### src/rtl/apb_master_arbiter.sv
// Two-requester APB3 master: round-robin arbitration, one outstanding transfer,
// and a wait-state timeout so a hung slave cannot stall either requester.
`timescale 1ns/1ps
module apb_master_arbiter #(
  parameter int ADDR_W  = 16,
  parameter int DATA_W  = 16,
  parameter int TIMEOUT = 32
) (
  input  logic                  pclk,
  input  logic                  preset,
  input  logic [1:0]            req_valid,
  input  logic [1:0]            req_write,
  input  logic [2*ADDR_W-1:0]   req_addr,
  input  logic [2*DATA_W-1:0]   req_wdata,
  output logic [1:0]            req_ready,
  output logic [1:0]            rsp_valid,
  output logic [DATA_W-1:0]     rsp_rdata,
  output logic                  rsp_err,
  output logic                  psel,
  output logic                  penable,
  output logic                  pwrite,
  output logic [ADDR_W-1:0]     paddr,
  output logic [DATA_W-1:0]     pwdata,
  input  logic [DATA_W-1:0]     prdata,
  input  logic                  pready,
  input  logic                  pslverr,
  output logic [1:0]            state_dbg
);

  localparam int CNT_W = (TIMEOUT > 1) ? $clog2(TIMEOUT) : 1;
  localparam logic [CNT_W-1:0] TO_LAST = CNT_W'((TIMEOUT > 0) ? TIMEOUT - 1 : 0);

  typedef enum logic [1:0] {IDLE, SETUP, ACCESS, RESP} state_t;

  state_t           state, state_next;
  logic             last_grant;
  logic             owner;
  logic             winner;
  logic             accept;
  logic             timeout_hit;
  logic [CNT_W-1:0] wait_cnt;

  // Handshake: a request transfers on the edge where req_valid[n] & req_ready[n];
  // req_ready is combinational, only in IDLE, and only for the arbitration winner.
  always_comb begin
    winner = ~last_grant;
    case (req_valid)
      2'b01:   winner = 1'b0;
      2'b10:   winner = 1'b1;
      default: winner = ~last_grant;
    endcase
  end

  assign timeout_hit = (TIMEOUT != 0) && !pready && (wait_cnt == TO_LAST);
  assign accept      = |(req_valid & req_ready);
  assign state_dbg   = state;

  always_ff @(posedge pclk or negedge preset) begin
    if (!preset) state <= IDLE;
    else         state <= state_next;
  end

  always_comb begin
    state_next = state;
    req_ready  = 2'b00;
    rsp_valid  = 2'b00;
    psel       = 1'b0;
    penable    = 1'b0;
    case (state)
      IDLE: begin
        // Gated by reset so a pending request never sees ready while held in reset.
        if ((|req_valid) && preset) begin
          req_ready[winner] = 1'b1;
          state_next        = SETUP;
        end
      end
      SETUP: begin
        psel       = 1'b1;
        state_next = ACCESS;
      end
      ACCESS: begin
        psel    = 1'b1;
        penable = 1'b1;
        if (pready || timeout_hit) state_next = RESP;
      end
      RESP: begin
        rsp_valid[owner] = 1'b1;
        state_next       = IDLE;
      end
      default: state_next = IDLE;
    endcase
  end

  always_ff @(posedge pclk or negedge preset) begin
    if (!preset) begin
      pwrite     <= 1'b0;
      paddr      <= '0;
      pwdata     <= '0;
      owner      <= 1'b0;
      last_grant <= 1'b1;
      wait_cnt   <= '0;
      rsp_rdata  <= '0;
      rsp_err    <= 1'b0;
    end else begin
      if (accept) begin
        pwrite     <= req_write[winner];
        paddr      <= req_addr[winner*ADDR_W +: ADDR_W];
        pwdata     <= req_wdata[winner*DATA_W +: DATA_W];
        owner      <= winner;
        last_grant <= winner;
      end
      if (state == SETUP) begin
        wait_cnt <= '0;
      end else if ((state == ACCESS) && !pready) begin
        wait_cnt <= wait_cnt + 1'b1;
      end
      if (state == ACCESS) begin
        if (pready) begin
          rsp_rdata <= pwrite ? '0 : prdata;
          rsp_err   <= pslverr;
        end else if (timeout_hit) begin
          rsp_rdata <= '0;
          rsp_err   <= 1'b1;
        end
      end
    end
  end

endmodule

### config.mk
export PLATFORM = sky130hd
export DESIGN_NAME = apb_master_arbiter
export DESIGN_NICKNAME = d
export VERILOG_FILES = /design/src/rtl/apb_master_arbiter.sv
export SDC_FILE = /design/constraint.sdc
export NUM_CORES = 1
export LEC_CHECK = 0
export CAP_MARGIN = 20
export CORE_ASPECT_RATIO = 1.25
export CORE_MARGIN = 2
export CORE_UTILIZATION = 25
export CTS_BUF_LIST = sky130_fd_sc_hd__clkbuf_8 sky130_fd_sc_hd__clkbuf_16
export DETAILED_ROUTE_END_ITERATION = 10
export GPL_ROUTABILITY_DRIVEN = 0
export HOLD_SLACK_MARGIN = 0.03
export PLACE_DENSITY = 0.58
export SLEW_MARGIN = 0
export SYNTH_ARGS = -nofsm -noshare
export SYNTH_HDL_FRONTEND = slang
export SYNTH_SLANG_ARGS = --single-unit
### constraint.sdc
create_clock -name pclk -period 6.5 [get_ports pclk]
set_clock_uncertainty 0.05 [all_clocks]
set_input_delay 1.625 -clock pclk [delete_from_list [all_inputs] [get_ports pclk]]
set_output_delay 1.625 -clock pclk [all_outputs]
set_load 0.05 [all_outputs]
==> results by group <==
Timing
  • Slew of the pin with the lowest slew margin: 0.985 ns
  • Final worst-path cycle share: between 80% and 90%
  • Final hold viol count: 0
  • WHS: 0.411 ns
  • RSZ-0062 raised after global routing: false
  • Fin. max-slew vios: 0
  • Peak Freq: roughly 0.18 GHz
  • Max transition margin: between 30% and 40%
  • Period minus WS final: ~5.5 ns
  • Post-Route Setup TNS: 0 ns
  • Final setup viols: 0

Drt
  • Iter 0 DRT Violations: approximately 240
  • Antenna Nets Post-Route: 0
  • Mean number of vias per cell: ~5.3
  • Drc violations: 0
  • Final wirelength: 11200 µm
  • Vias: 3320
  • Avg WL per Cell: 17.7 µm
  • Pre-Repair DR Iteration Count: 5

Floorplan
  • Die width: 107 µm
  • Ports: 146
  • Rows: 46
  • Initial core utilization: 25.8%
  • Core area: 12800 µm²
  • Die Y: 132 µm
  • Die area: between 10000 and 15000 µm²

Place
  • Dpl hpwl: between 7000 and 8000 µm
  • PortBufs: 145

Yosys
  • Syn Inst Count: 336
  • Syn Std Cell Area: approximately 3300 µm²
  • Ranking of synthesized cells by area: dfrtp_1, a2111oi_0, a311oi_1
  • Post-synth EDFFs: 0
  • Synth async-reset ratio: 100%
  • Sequential element share of the synthesized area: approximately 45%
  • Yosys reg bits: 59
  • Synth Area per Inst: between 9 and 10 µm²
  • Top cell type's share of synthesized area: 44.0%
  • Most frequent cell after synthesis: a2111oi_0
  • Most used DFF post-synth: dfrtp_1
  • Top cells by count, synth: a2111oi_0, dfrtp_1, inv_1
  • Ys Warns: 0
  • Distinct cells, synth: 31
  • Synth area leader: dfrtp_1
  • Syn Nets: about 430

Setup path
  • Largest stage delay on the critical path: about 0.56 ns
  • CP Capture Type: primary output
  • Crit Path Class: input pin to primary output
  • Crit path arrival time: 3.82 ns
  • CP max stage cell: nand3b_4
  • Critical Path Start Type: input pin
  • Critical Path RT: 4.83 ns
  • Peak fanout along the critical path: 70
  • Crit-path cells: clkdlybuf4s50_1 > inv_2 > ha_1 > nand3b_4 > a21oi_1 > buf_4

Pwr
  • Pleak: 2.05 nW
  • Power density cells: 480 nW/µm²
  • Peak VDD IR: 201 µV
  • Total power: 0.00246 W

Global route
  • Vias in the first global route: 3412
  • Global-route wire length before repair: 17900 µm
  • GR Layer Usage met1: around a fifth
  • GR Layer Usage met2: 25.8%
  • Total gr overflow: 0
  • GRT Overall Usage: 15.9%
  • Largest net degree at the start of global routing: 71
  • Initial antenna violation count: 0
  • GR peak layer: met2
  • M3 GR Usage: around 3.5%

Final layout
  • Area taken by multi-input logic gates: ~1400 µm²
  • Antenna fix cells: 0
  • Register area: roughly 1500 µm²
  • Share of layout cells above drive strength 1: 6.91%
  • Area grow syn2layout: 54.9%
  • Fin nets: between 500 and 600
  • Fill count: 1249

Clock tree
  • Clk sinks: 59
  • CTS tree: built
  • H-tree levels: 3
  • Worst-skew pair later-pin latency: 0.33 ns
  • # Post-CTS Setup Buffers: 0
  • Maximum buffer depth of the clock tree: 2
  • Post-CTS sizing: 0
  • Clock buffer count from CTS: 9
  • CTS root buf: clkbuf_16
  • Clk pin slew, worst setup/hold paths: roughly 0.050 ns
  • Hold buffer count at cts: 0

Flow run
  • Max-Cap Viols: 0

Min path
  • Hold Crit Class: register to register

Outcome
  • Status: complete, no violations
-- kinds of logic after synthesis --
logic type | Yosys count | synth area share [%]
xor+xnor | 2 | 0.531
buf+inv | 81 | 11.5
fa+ha+maj | 9 | 3.41
compound gates | 127 | 31.1
mux | 3 | 0.947
flops | 59 | 44.8
simple gates | 55 | 7.81
-- power breakdown --
| part | switching (W) | internal (W) |
|---|---|---|
| logic | 0.000916 | 0.000462 |
| clock network | 0.000160 | 0.000284 |
| registers | 0.000103 | 0.000533 |
| total | 0.00118 | 0.00128 |
-- final timing paths --
kind                                 to    startpoint  slack, ns  cells after the start
max                        req_ready[1]  req_valid[0]       1.00                      6
min                          last_grant    last_grant       0.41                      2
max reg2reg                  pwdata[11]  state_dbg[0]       3.75                      6
min reg2reg                  last_grant    last_grant       0.41                      2
max in group asynchronous   wait_cnt[4]        preset       4.37                      2
min in group asynchronous     pwdata[1]        preset       1.50                      2
-- registers in the layout, summed over array words and instances (netlist names) --
signal and count:
paddr 16, pwdata 16, rsp_rdata 16, wait_cnt 5, state_dbg 2, last_grant 1, owner 1, pwrite 1
rsp_err 1
-- per-layer routing --
layer,routed length (µm),share of wire (%),vias up
met4,345,3.1,0
li1,-,-,1533
met1,4620,41,1595
met2,5430,49,166
met5,0,0,-
met3,762,6.8,26
-- placed cells by master (no fill, tap or decap), types with 2 or more instances in the layout --
master	synthesis	routed
clkdlybuf4s50_1	0	142
a2111oi_0	66	66
dfrtp_1	58	58
inv_1	38	39
nand2_1	35	35
a311oi_1	33	33
o21ai_0	13	13
ha_1	9	9
clkbuf_16	0	9
nor2_1	7	7
buf_4	0	7
a21oi_1	4	4
o21ai_1	5	4
nand2b_1	3	3
clkbuf_8	0	3
inv_2	2	2
nor2b_1	2	2
a211o_1	2	2
a21boi_1	2	2
mux2i_1	2	2
xor2_1	2	2
clkinv_2	0	2
buf_16	0	2
-- worst max-delay path: cells and delay by family --
| family | cells | cell delay, ns |
|---|---|---|
| AOI/OAI and AO/OA | 1 | 0.39 |
| and+or+nand+nor | 1 | 0.56 |
| buffers and inverters | 3 | 0.93 |
| adders and majority gates | 1 | 0.30 |
-- final cells by class --
cell class	instances	area share, %
Timing Repair Buffer	153	30.3
Sequential cell	59	28.9
Multi-Input combinational cell	196	28.3
Clock buffer	12	5.21
Tap cell	168	4.11
Inverter	40	2.93
Clock inverter	3	0.269
-- metrics by stage --
stage | cells | instance area, µm² | utilization (%) | setup slack [ns]
CTS | 630 | 5100 | 39.9 | 1.02
finish | 631 | 5120 | 40.0 | 1.00
global placement | 613 | 4770 | 37.3 | 1.06
global route | 631 | 5120 | 40.0 | 0.882
floorplan | 336 | 3300 | - | 1.26
detailed placement | 615 | 4820 | 37.7 | 1.01
No activity file was read; power rests on OpenSTA's default activity.
